==> src/rtl/uart_rx_pkg.sv <==
// Shared types and constants for the UART receive path.
package uart_rx_pkg;

   localparam int unsigned UART_PRESCALE_W = 6;
   localparam int unsigned UART_DATA_W     = 8;
   localparam int unsigned UART_BIT_CNT_W  = 4;

   localparam int unsigned PRESCALE_8  = 8;
   localparam int unsigned PRESCALE_16 = 16;
   localparam int unsigned PRESCALE_32 = 32;

   typedef enum logic [2:0] {
      ST_IDLE   = 3'd0,
      ST_START  = 3'd1,
      ST_DATA   = 3'd2,
      ST_PARITY = 3'd3,
      ST_STOP   = 3'd4
   } state_e;

   typedef struct packed {
      logic samp;
      logic des;
      logic strt_chk;
      logic par_chk;
      logic stop_chk;
   } rx_en_t;

   function automatic logic prescale_legal(input int unsigned p);
      return (p == PRESCALE_8) || (p == PRESCALE_16) || (p == PRESCALE_32);
   endfunction

endpackage

==> src/rtl/uart_rx_fsm_if.sv <==
// Control/status bundle between the RX frame sequencer and its datapath blocks.
interface uart_rx_fsm_if
   import uart_rx_pkg::*;
#(
   parameter int unsigned PRESCALE_W = UART_PRESCALE_W,
   parameter int unsigned BIT_CNT_W  = UART_BIT_CNT_W
);

   logic                  rx_in;
   logic                  par_en;
   logic [PRESCALE_W-1:0] prescale;
   logic                  par_err;
   logic                  strt_glitch;
   logic                  stop_err;

   logic [PRESCALE_W-1:0] edge_count;
   logic [BIT_CNT_W-1:0]  bit_count;
   logic                  dat_samp_en;
   logic                  des_en;
   logic                  strt_chk_en;
   logic                  par_chk_en;
   logic                  stop_chk_en;
   logic                  data_valid;

   modport master (
      input  rx_in, par_en, prescale, par_err, strt_glitch, stop_err,
      output edge_count, bit_count, dat_samp_en, des_en,
             strt_chk_en, par_chk_en, stop_chk_en, data_valid
   );

   modport slave (
      output rx_in, par_en, prescale, par_err, strt_glitch, stop_err,
      input  edge_count, bit_count, dat_samp_en, des_en,
             strt_chk_en, par_chk_en, stop_chk_en, data_valid
   );

endinterface

==> src/rtl/uart_rx_edge_bit_counter.sv <==
// Oversampling edge counter and frame bit counter; wraps at prescale_r-1.
module uart_rx_edge_bit_counter #(
   parameter int unsigned PRESCALE_W = 6,
   parameter int unsigned BIT_CNT_W  = 4
) (
   input  logic                  clk,
   input  logic                  rst,
   input  logic                  cnt_en_i,
   input  logic                  clr_i,
   input  logic [PRESCALE_W-1:0] prescale_r_i,
   output logic [PRESCALE_W-1:0] edge_count_o,
   output logic [BIT_CNT_W-1:0]  bit_count_o,
   output logic                  bit_end_c_o
);

   logic [PRESCALE_W-1:0] edge_q, edge_d;
   logic [BIT_CNT_W-1:0]  bit_q,  bit_d;

   assign bit_end_c_o = cnt_en_i && (edge_q == (prescale_r_i - PRESCALE_W'(1)));

   always_comb begin
      edge_d = edge_q;
      bit_d  = bit_q;
      if (clr_i || !cnt_en_i) begin
         edge_d = '0;
         bit_d  = '0;
      end else if (bit_end_c_o) begin
         edge_d = '0;
         bit_d  = bit_q + BIT_CNT_W'(1);
      end else begin
         edge_d = edge_q + PRESCALE_W'(1);
      end
   end

   always_ff @(posedge clk or negedge rst) begin
      if (!rst) begin
         edge_q <= '0;
         bit_q  <= '0;
      end else begin
         edge_q <= edge_d;
         bit_q  <= bit_d;
      end
   end

   assign edge_count_o = edge_q;
   assign bit_count_o  = bit_q;

endmodule

==> src/rtl/uart_rx_fsm.sv <==
// UART RX frame sequencer: start detection, bit timing and per-phase enables
// for the sampler, deserializer and start/parity/stop checkers.
module uart_rx_fsm
   import uart_rx_pkg::*;
#(
   parameter int unsigned PRESCALE_W = UART_PRESCALE_W,
   parameter int unsigned DATA_W     = UART_DATA_W,
   parameter int unsigned BIT_CNT_W  = UART_BIT_CNT_W
) (
   input logic           clk,
   input logic           rst,
   uart_rx_fsm_if.master rx_io
);

   state_e                state_q, state_d;
   logic [PRESCALE_W-1:0] prescale_r_q, prescale_r_d;
   logic                  par_err_l_q, par_err_l_d;
   logic                  data_valid_q, data_valid_d;
   rx_en_t                en_q, en_d;

   logic [PRESCALE_W-1:0] edge_count;
   logic [BIT_CNT_W-1:0]  bit_count;
   logic                  bit_end_c;
   logic                  cnt_en_c;
   logic                  clr_c;

   assign cnt_en_c = (state_q != ST_IDLE);
   assign clr_c    = (state_d == ST_IDLE);

   uart_rx_edge_bit_counter #(
      .PRESCALE_W (PRESCALE_W),
      .BIT_CNT_W  (BIT_CNT_W)
   ) u_cnt (
      .clk          (clk),
      .rst          (rst),
      .cnt_en_i     (cnt_en_c),
      .clr_i        (clr_c),
      .prescale_r_i (prescale_r_q),
      .edge_count_o (edge_count),
      .bit_count_o  (bit_count),
      .bit_end_c_o  (bit_end_c)
   );

   // Next state, latched parity result, accept pulse and next-state enable decode
   always_comb begin
      state_d      = state_q;
      prescale_r_d = prescale_r_q;
      par_err_l_d  = par_err_l_q;
      data_valid_d = 1'b0;
      en_d         = '0;

      case (state_q)
         ST_IDLE: begin
            if (!rx_io.rx_in) begin
               state_d      = ST_START;
               prescale_r_d = rx_io.prescale;
            end
         end
         ST_START: begin
            if (bit_end_c) state_d = rx_io.strt_glitch ? ST_IDLE : ST_DATA;
         end
         ST_DATA: begin
            if (bit_end_c && (bit_count == BIT_CNT_W'(DATA_W)))
               state_d = rx_io.par_en ? ST_PARITY : ST_STOP;
         end
         ST_PARITY: begin
            if (bit_end_c) begin
               par_err_l_d = rx_io.par_err;
               state_d     = ST_STOP;
            end
         end
         ST_STOP: begin
            if (bit_end_c) begin
               state_d      = ST_IDLE;
               data_valid_d = !rx_io.stop_err && !par_err_l_q;
            end
         end
         default: state_d = ST_IDLE;
      endcase

      if (state_d == ST_IDLE) par_err_l_d = 1'b0;

      // Registering the decode of state_d makes each enable track state_q exactly
      en_d.samp     = (state_d != ST_IDLE);
      en_d.des      = (state_d == ST_DATA);
      en_d.strt_chk = (state_d == ST_START);
      en_d.par_chk  = (state_d == ST_PARITY);
      en_d.stop_chk = (state_d == ST_STOP);
   end

   always_ff @(posedge clk or negedge rst) begin
      if (!rst) begin
         state_q      <= ST_IDLE;
         prescale_r_q <= '0;
         par_err_l_q  <= 1'b0;
         data_valid_q <= 1'b0;
         en_q         <= '0;
      end else begin
         state_q      <= state_d;
         prescale_r_q <= prescale_r_d;
         par_err_l_q  <= par_err_l_d;
         data_valid_q <= data_valid_d;
         en_q         <= en_d;
      end
   end

   assign rx_io.edge_count  = edge_count;
   assign rx_io.bit_count   = bit_count;
   assign rx_io.dat_samp_en = en_q.samp;
   assign rx_io.des_en      = en_q.des;
   assign rx_io.strt_chk_en = en_q.strt_chk;
   assign rx_io.par_chk_en  = en_q.par_chk;
   assign rx_io.stop_chk_en = en_q.stop_chk;
   assign rx_io.data_valid  = data_valid_q;

   a_prescale_legal: assert property (@(posedge clk) disable iff (!rst)
      (state_q == ST_IDLE && !rx_io.rx_in) |-> prescale_legal(32'(rx_io.prescale)));

endmodule

==> src/flat_wrapper.sv <==
// flat-port wrapper written by rule: the top's interface ports become plain ports
module uart_rx_fsm_flat import uart_rx_pkg::*;
#(
   parameter int unsigned PRESCALE_W = UART_PRESCALE_W,
   parameter int unsigned DATA_W     = UART_DATA_W,
   parameter int unsigned BIT_CNT_W  = UART_BIT_CNT_W
)
  (clk, rst, rx_io_rx_in, rx_io_par_en, rx_io_prescale, rx_io_par_err, rx_io_strt_glitch, rx_io_stop_err, rx_io_edge_count, rx_io_bit_count, rx_io_dat_samp_en, rx_io_des_en, rx_io_strt_chk_en, rx_io_par_chk_en, rx_io_stop_chk_en, rx_io_data_valid);
  uart_rx_fsm_if #(.PRESCALE_W(PRESCALE_W), .BIT_CNT_W(BIT_CNT_W)) rx_io_i ();
  input logic clk;
  input logic rst;
  input wire logic [$bits(rx_io_i.rx_in)-1:0] rx_io_rx_in;
  input wire logic [$bits(rx_io_i.par_en)-1:0] rx_io_par_en;
  input wire logic [$bits(rx_io_i.prescale)-1:0] rx_io_prescale;
  input wire logic [$bits(rx_io_i.par_err)-1:0] rx_io_par_err;
  input wire logic [$bits(rx_io_i.strt_glitch)-1:0] rx_io_strt_glitch;
  input wire logic [$bits(rx_io_i.stop_err)-1:0] rx_io_stop_err;
  output wire logic [$bits(rx_io_i.edge_count)-1:0] rx_io_edge_count;
  output wire logic [$bits(rx_io_i.bit_count)-1:0] rx_io_bit_count;
  output wire logic [$bits(rx_io_i.dat_samp_en)-1:0] rx_io_dat_samp_en;
  output wire logic [$bits(rx_io_i.des_en)-1:0] rx_io_des_en;
  output wire logic [$bits(rx_io_i.strt_chk_en)-1:0] rx_io_strt_chk_en;
  output wire logic [$bits(rx_io_i.par_chk_en)-1:0] rx_io_par_chk_en;
  output wire logic [$bits(rx_io_i.stop_chk_en)-1:0] rx_io_stop_chk_en;
  output wire logic [$bits(rx_io_i.data_valid)-1:0] rx_io_data_valid;
  assign rx_io_i.rx_in = rx_io_rx_in;
  assign rx_io_i.par_en = rx_io_par_en;
  assign rx_io_i.prescale = rx_io_prescale;
  assign rx_io_i.par_err = rx_io_par_err;
  assign rx_io_i.strt_glitch = rx_io_strt_glitch;
  assign rx_io_i.stop_err = rx_io_stop_err;
  assign rx_io_edge_count = rx_io_i.edge_count;
  assign rx_io_bit_count = rx_io_i.bit_count;
  assign rx_io_dat_samp_en = rx_io_i.dat_samp_en;
  assign rx_io_des_en = rx_io_i.des_en;
  assign rx_io_strt_chk_en = rx_io_i.strt_chk_en;
  assign rx_io_par_chk_en = rx_io_i.par_chk_en;
  assign rx_io_stop_chk_en = rx_io_i.stop_chk_en;
  assign rx_io_data_valid = rx_io_i.data_valid;
  uart_rx_fsm #(.PRESCALE_W(PRESCALE_W), .DATA_W(DATA_W), .BIT_CNT_W(BIT_CNT_W)) u_core (.clk(clk), .rst(rst), .rx_io(rx_io_i));
endmodule
==> config.mk <==
export PLATFORM = sky130hd
export DESIGN_NAME = uart_rx_fsm_flat
export DESIGN_NICKNAME = d
export VERILOG_FILES = /design/src/rtl/uart_rx_pkg.sv /design/src/rtl/uart_rx_fsm_if.sv /design/src/rtl/uart_rx_edge_bit_counter.sv /design/src/rtl/uart_rx_fsm.sv /design/src/flat_wrapper.sv
export SDC_FILE = /design/constraint.sdc
export NUM_CORES = 1
export LEC_CHECK = 0
export ABC_AREA = 0
export BUFFER_PORTS_ARGS = -buffer_cell sky130_fd_sc_hd__buf_4
export CAP_MARGIN = 15
export CORE_MARGIN = 10
export CORE_UTILIZATION = 37
export CTS_CLUSTER_SIZE = 28
export DETAILED_ROUTE_END_ITERATION = 12
export PLACE_DENSITY = 0.65
export SLEW_MARGIN = 5
export SYNTH_ARGS = -nofsm -noshare
export SYNTH_HDL_FRONTEND = slang
export SYNTH_SLANG_ARGS = --single-unit
==> constraint.sdc <==
create_clock -name clk -period 2.9 [get_ports clk]
set_clock_uncertainty 0.1 [all_clocks]
set_input_delay 0.145 -clock clk [delete_from_list [all_inputs] [get_ports clk]]
set_output_delay 0.145 -clock clk [all_outputs]
set_load 0.005 [all_outputs]
==> results of run 1 <==
==> logic make-up (layout without fill, tap and decap cells) <==
logic type	after synthesis	after routing
muxes	4	4
buffers and inverters	10	50
AOI/OAI and AO/OA	23	23
adders and majority gates	4	4
xor gates and xnor gates	16	16
and+or+nand+nor	43	43
DFF	26	26
==> critical path, cell delays in order, from the launching register on <==
cell       delay, ps
dfrtp_1          420
inv_1             90
ha_1             190
nor3b_1          240
xnor2_1          170
nand4_2          220
or3_1            390
a31o_2           370
a2111oi_1        360
==> metal layers <==
| layer | global-route usage (%) | share of wire, % |
|---|---|---|
| met1 | 12.23 | 43 |
| met2 | 15.84 | 48 |
| met3 | 3.422 | 7.7 |
| met4 | 4.152 | 1.2 |
| met5 | 0 | 0 |
==> stage by stage <==
step                      cells  area (um^2)  util (%)  worst slack [ps]  total power [mW]
after detailed placement    202         1640     45.14             226.2             1.348
final                       214         1780     49.00             229.6             1.580
after floorplan             126         1374         -             499.3             1.123
after global routing        214         1780     49.00             28.99             1.705
after global placement      202         1640     45.14             339.8             1.317
after CTS                   214         1775     48.86             201.8             1.598
==> power groups by stage <==
stage               Clock, mW  Sequential (mW)  Combinational (mW)
detailed placement          0            0.609               0.740
global placement            0            0.604               0.713
finish                  0.231            0.602               0.747
floorplan                   0            0.576               0.547
global route            0.250            0.624               0.831
CTS                     0.243            0.601               0.754
==> synth_stat cells, types with 2 or more instances <==
| cell type | instances | share of area, % |
|---|---|---|
| nor2_1 | 10 | 2.7 |
| a2111oi_1 | 4 | 2.9 |
| buf_6 | 2 | 1.6 |
| or3_1 | 5 | 2.3 |
| nand2_1 | 10 | 2.7 |
| a21oi_1 | 2 | 0.73 |
| nor2b_1 | 2 | 0.91 |
| o21ai_1 | 2 | 0.73 |
| ha_1 | 4 | 3.6 |
| dfrtp_1 | 26 | 47 |
| a211oi_1 | 2 | 1.1 |
| o21ai_0 | 3 | 1.1 |
| mux2_1 | 4 | 3.3 |
| inv_1 | 5 | 1.4 |
| xnor2_1 | 8 | 5.1 |
| nor3_1 | 2 | 0.73 |
| nand3_1 | 5 | 1.8 |
| xor2_1 | 7 | 4.5 |
| o2bb2ai_1 | 2 | 1.3 |
==> sequential cells by signal, summed over array words and instances (netlist names), 3 cells and up <==
register and flops:
u_core.prescale_r_q 6, u_core.u_cnt.edge_count_o 6, u_core.u_cnt.bit_count_o 4, u_core.state_q 3
==> repair_timing <==
item,in CTS,in global routing
hold endpoints to repair,33,0
gates resized for setup,0,1
hold buffers,8,0
endpoints found under the setup margin,0,1
==> final timing paths <==
path / end / cells after the start / from / slack, ps
worst max-delay path: u_core.u_cnt.edge_count_o[3] / 8 / u_core.prescale_r_q[0] / 230
worst min-delay path: u_core.par_err_l_q / 3 / rx_io_par_err / 80
worst max register to register: u_core.u_cnt.edge_count_o[3] / 8 / u_core.prescale_r_q[0] / 230
worst min register to register: u_core.rx_io.data_valid / 1 / u_core.par_err_l_q / 330
max in group asynchronous: u_core.prescale_r_q[0] / 2 / rst / 2250
min in group asynchronous: u_core.u_cnt.bit_count_o[1] / 2 / rst / 210
==> area by class of cell <==
class / instances / area, um^2 / area share, %
multi-input combinational: 90 / 671.9 / 37.74
sequential: 26 / 650.6 / 36.54
timing repair buffer: 40 / 320.3 / 17.99
tap: 48 / 60.06 / 3.373
clock buffer: 4 / 55.05 / 3.092
inverter: 6 / 22.52 / 1.265
==> flow_metrics.env, run 1 <==
export IMPL_vdd_drop_max_v=0.0003401
export IMPL_avgSynthCellArea_um2=10.90
export IMPL_status="complete, no violations"
export IMPL_max_freq_mhz=374.5
export IMPL_cts_root_buf="clkbuf_8"
export IMPL_powerDensity_mw_per_mm2=887.6
export IMPL_layout_drive_gt1_share_pct=27.71
export IMPL_drc_errors=0
export IMPL_hold_ws_ps=75.96
export IMPL_muxShareOfSynthArea_pct=3.279
export IMPL_min_period_ps=2670
export IMPL_antenna_found_initial=0
export IMPL_yosys_area_share_simple_pct=16.21
export IMPL_rows=22
export IMPL_gp_congestion=0.8131
export IMPL_power_net_switching_mw=0.6365
export IMPL_h_tree_depth=1
export IMPL_dieArea_mm2=0.006550
export IMPL_min_path_type="input port to register"
export IMPL_start_kind="register"
export IMPL_combPwrFrac_pct=47.3
export IMPL_wl_mm=3.062
export IMPL_grt_max_degree=27
export IMPL_first_iter_violations=43
export IMPL_worst_path_max_fanout=16
export IMPL_rsz0062_at_grt="no"
export IMPL_synth_seq_cells=26
export IMPL_slew_headroom_pct=26.73
export IMPL_numCtsBuffers=3
export IMPL_fin_crit_sh_pct=92.08
export IMPL_synth_edff_count=0
export IMPL_p_int_mw=0.9438
export IMPL_synth_compound_area_share_pct=14.66
export IMPL_portBuffers=28
export IMPL_clk_pin_slew_ps=90
export IMPL_swShare_pct=40.28
export IMPL_core_mm2=0.003633
export IMPL_setup_viol=0
export IMPL_path_class="register to register"
export IMPL_ys_flop_type="dfrtp_1"
export IMPL_final_common_cell="buf_4"
export IMPL_drv_cap=0
export IMPL_synthAdderAreaFrac_pct=3.643
export IMPL_first_pass_iters=4
export IMPL_die_w_um=80.94
export IMPL_post_cts_buffers=0
export IMPL_syn_area_mm2=0.001374
export IMPL_final_antenna_net_count=0
export IMPL_end_kind="register"
export IMPL_seq_power_share_pct=38.1
export IMPL_grt_usage_pct=10.03
export IMPL_ctsLongestPathBuffers=2
export IMPL_async_flop_share_pct=100.0
export IMPL_grt_pass1_vias=1079
export IMPL_clockPowerShare_pct=14.6
export IMPL_vias_per_cell=5.047
export IMPL_synth_top_family_by_area="simple AND/OR/NAND/NOR gates"
export IMPL_final_cell_mix="32 x buf_4, 26 x dfrtp_1, 10 x nor2_1, 10 x nand2_1"
export IMPL_ys_warn_count=0
export IMPL_vias=1080
export IMPL_grt_overflow_total=0
export IMPL_syn_nets=143
export IMPL_ios=29
export IMPL_dp_hpwl_mm=2.282
export IMPL_die_y_um=80.94
export IMPL_tns_ps=0
export IMPL_synth_yosys_seq_area_share_pct=47.36
export IMPL_yosysUniqueCellTypes=40
export IMPL_tightest_slew_ps=1091
export IMPL_synthCells=126
export IMPL_syn_to_final_growth_pct=29.60
export IMPL_hold_viol_final=0
export IMPL_num_antenna_cells=0
export IMPL_nFillCells=356
export IMPL_start_util_pct=37.81
export IMPL_grt_pass1_wl_mm=5.209
export IMPL_fin_nets=184
export IMPL_clock_sinks=26
export IMPL_p_leak_nw=0.7856
export IMPL_cp_arrival_ps=2730
export IMPL_synthXorXnorAreaFrac_pct=10.75
export IMPL_cts_tree="done"
export IMPL_required_ps=2960
export IMPL_maxSlewViolCount=0
export IMPL_clkLatencyLatePin_ps=270
export IMPL_wl_per_cell_um=14.31
(Power assumes the default switching activity.)
==> run 2: changes to the inputs <==
--- a/config.mk
+++ b/config.mk
@@ -5,14 +5,14 @@
 export SDC_FILE = /design/constraint.sdc
 export NUM_CORES = 1
 export LEC_CHECK = 0
-export ABC_AREA = 0
+export ABC_AREA = 1
 export BUFFER_PORTS_ARGS = -buffer_cell sky130_fd_sc_hd__buf_4
 export CAP_MARGIN = 15
 export CORE_MARGIN = 10
 export CORE_UTILIZATION = 37
 export CTS_CLUSTER_SIZE = 28
 export DETAILED_ROUTE_END_ITERATION = 12
-export PLACE_DENSITY = 0.65
+export PLACE_DENSITY = 0.64
 export SLEW_MARGIN = 5
 export SYNTH_ARGS = -nofsm -noshare
 export SYNTH_HDL_FRONTEND = slang
==> run 2 against run 1 <==
  * Final cell count grew 31%
  * Register-to-register slack improved by 360 ps
  * Maximum frequency is 15% higher
==> flow_metrics.env, run 2 <==
export IMPL_status="complete, no violations"
export IMPL_power_net_switching_mw=0.7625
export IMPL_tightest_slew_ps=712.9
export IMPL_cts_tree="done"
export IMPL_wl_mm=3.363
export IMPL_die_w_um=83.73
export IMPL_vias=1317
export IMPL_start_kind="register"
export IMPL_syn_nets=210
export IMPL_fin_nets=249
export IMPL_synth_seq_cells=26
export IMPL_p_leak_nw=1.007
export IMPL_powerDensity_mw_per_mm2=898.2
export IMPL_power_mw=1.704
export IMPL_async_flop_share_pct=100.0
export IMPL_dieArea_mm2=0.007011
export IMPL_portBuffers=28
export IMPL_final_antenna_net_count=0
export IMPL_drv_cap=0
export IMPL_start_util_pct=37.84
export IMPL_maxSlewViolCount=0
export IMPL_cp_arrival_ps=2380
export IMPL_final_cell_mix="53 x nand2_1, 33 x inv_1, 29 x buf_4, 26 x dfrtp_1, 17 x nand3_1"
export IMPL_slew_headroom_pct=52.30
export IMPL_placed_cells=270
export IMPL_yosysUniqueCellTypes=24
export IMPL_cts_root_buf="clkbuf_8"
export IMPL_final_common_cell="nand2_1"
export IMPL_post_cts_buffers=0
export IMPL_p_int_mw=0.9411
export IMPL_rsz0062_at_grt="no"
export IMPL_grt_usage_pct=10.18
export IMPL_vdd_drop_max_v=0.0003119
export IMPL_synthCells=193
export IMPL_clock_sinks=26
export IMPL_layout_drive_gt1_share_pct=23.38
export IMPL_synth_yosys_seq_area_share_pct=43.30
export IMPL_grt_overflow_total=0
export IMPL_ctsLongestPathBuffers=2
export IMPL_swShare_pct=44.76
export IMPL_end_kind="register"
export IMPL_ios=29
export IMPL_rows=23
export IMPL_combPwrFrac_pct=51.5
export IMPL_h_tree_depth=1
export IMPL_yosys_top_cells_count="53 x nand2_1, 33 x inv_1, 26 x dfrtp_1"
export IMPL_path_class="register to register"
export IMPL_hold_viol_final=0
export IMPL_yosysTopAreaCell="dfrtp_1"
export IMPL_min_path_type="input port to register"
export IMPL_fin_crit_sh_pct=79.75
export IMPL_clkLatencyLatePin_ps=270
export IMPL_worst_path_max_fanout=8
export IMPL_num_antenna_cells=0
export IMPL_core_mm2=0.003971
export IMPL_grt_pass1_wl_mm=6.154
export IMPL_seq_power_share_pct=34.6
export IMPL_wl_per_cell_um=11.97
export IMPL_ys_flop_type="dfrtp_1"
export IMPL_hp_start="rx_io_prescale[5]"
export IMPL_antenna_found_initial=0
export IMPL_r2r_start="u_core.prescale_r_q[0]"
export IMPL_first_iter_violations=136
export IMPL_stdcell_count=281
export IMPL_syn_area_mm2=0.001503
export IMPL_first_pass_iters=4
export IMPL_synth_area_leaders="dfrtp_1 43%, nand2_1 13%, inv_1 8.2%"
export IMPL_synth_top_area_share_pct=43.30
export IMPL_min_period_ps=2313
export IMPL_clk_pin_slew_ps=90
export IMPL_ys_warn_count=0
export IMPL_required_ps=2960
export IMPL_gp_congestion=0.9124
export IMPL_drc_errors=0
export IMPL_tns_ps=0
export IMPL_vias_per_cell=4.687
export IMPL_synth_edff_count=0
export IMPL_syn_to_final_growth_pct=26.23
export IMPL_avgSynthCellArea_um2=7.786
export IMPL_die_y_um=83.73
export IMPL_dp_hpwl_mm=2.589
export IMPL_grt_pass1_vias=1382
export IMPL_clockPowerShare_pct=13.9
export IMPL_max_freq_mhz=432.4
export IMPL_setup_viol=0
export IMPL_numCtsBuffers=3
export IMPL_grt_max_degree=27
export IMPL_synth_most_common_cell="nand2_1"
export IMPL_critPathLaunch="u_core.prescale_r_q[0]"
run 2: changes by cell type in the layout (fill, tap and decap cells not counted), sizes merged, moves of 5 or more:
cell,previous run,this run
xnor2,9,1
nor2,10,20
inv,6,34
a2111oi,5,0
or3,5,0
nand3,5,18
nand2,10,57
run 2: cell type report:
class / count / area (um^2)
clock buffers: 4 / 55.05
fillers: 411 / 2074
inverters: 34 / 127.6
multi-input cells: 131 / 713.2
flip-flops and latches: 26 / 650.6
well taps: 50 / 62.56
repair buffers: 36 / 287.8
run 2: power by group through the flow:
stage                     Combinational [mW]  Clock, mW  Sequential [mW]
final                                  0.877      0.237            0.589
after global routing                    1.02      0.261            0.609
after detailed placement               0.881          0            0.594
after global placement                 0.876          0            0.592
after CTS                              0.891      0.245            0.587
after floorplan                        0.648          0            0.572
run 2: repair_timing:
action | CTS | global route
hold buffers | 7 | 0
hold endpoints to repair | 32 | 0
gates resized for setup | 0 | 0
run 2: critical path, stage by stage (launching register included):
cell and delay (ps):
dfrtp_1 420, inv_1 140, ha_1 240, inv_1 80
nand2_1 60, nand3b_1 70, nand2_1 80, nand3_1 70
nor2_1 130, nand4_1 150, a21oi_2 300, nand3_4 180
nand2_8 140, nor3_2 40
run 2: path summary, 6_finish.rpt:
check	cells past startpoint	slack, ps	end
worst max-delay path	13	590	u_core.u_cnt.edge_count_o[0]
worst min-delay path	3	10	u_core.prescale_r_q[5]
worst max register to register	13	590	u_core.u_cnt.edge_count_o[0]
worst min register to register	1	340	u_core.rx_io.data_valid
max in group asynchronous	2	2230	u_core.rx_io.strt_chk_en
min in group asynchronous	2	210	u_core.u_cnt.edge_count_o[2]
run 2: per-stage QoR:
stage | hold WS (ps) | setup slack (ps) | area [um^2] | util [%]
CTS | 19.80 | 580.7 | 1897 | 47.76
global route | 27.48 | 253.0 | 1897 | 47.76
floorplan | -250.6 | 839.4 | 1503 | -
finish | 11.61 | 587.3 | 1897 | 47.76
detailed placement | -21.05 | 614.4 | 1772 | 44.61
global placement | -23.76 | 620.5 | 1772 | 44.61
run 2: per-layer routing:
layer	routed length, um	vias to the layer above	GRT usage (%)
li1	-	677	-
met1	1490	615	12.07
met2	1684	18	17.63
met3	108	7	1.367
met4	80	0	4.566
met5	0	-	0
run 2: cell families after synthesis:
kind of cell	count (synthesis)	synth area share, %
compound gates	11	4.580
simple gates	111	36.64
fa+ha+maj	4	3.331
xor+xnor	5	2.914
flops	26	43.30
buf+inv	36	9.242
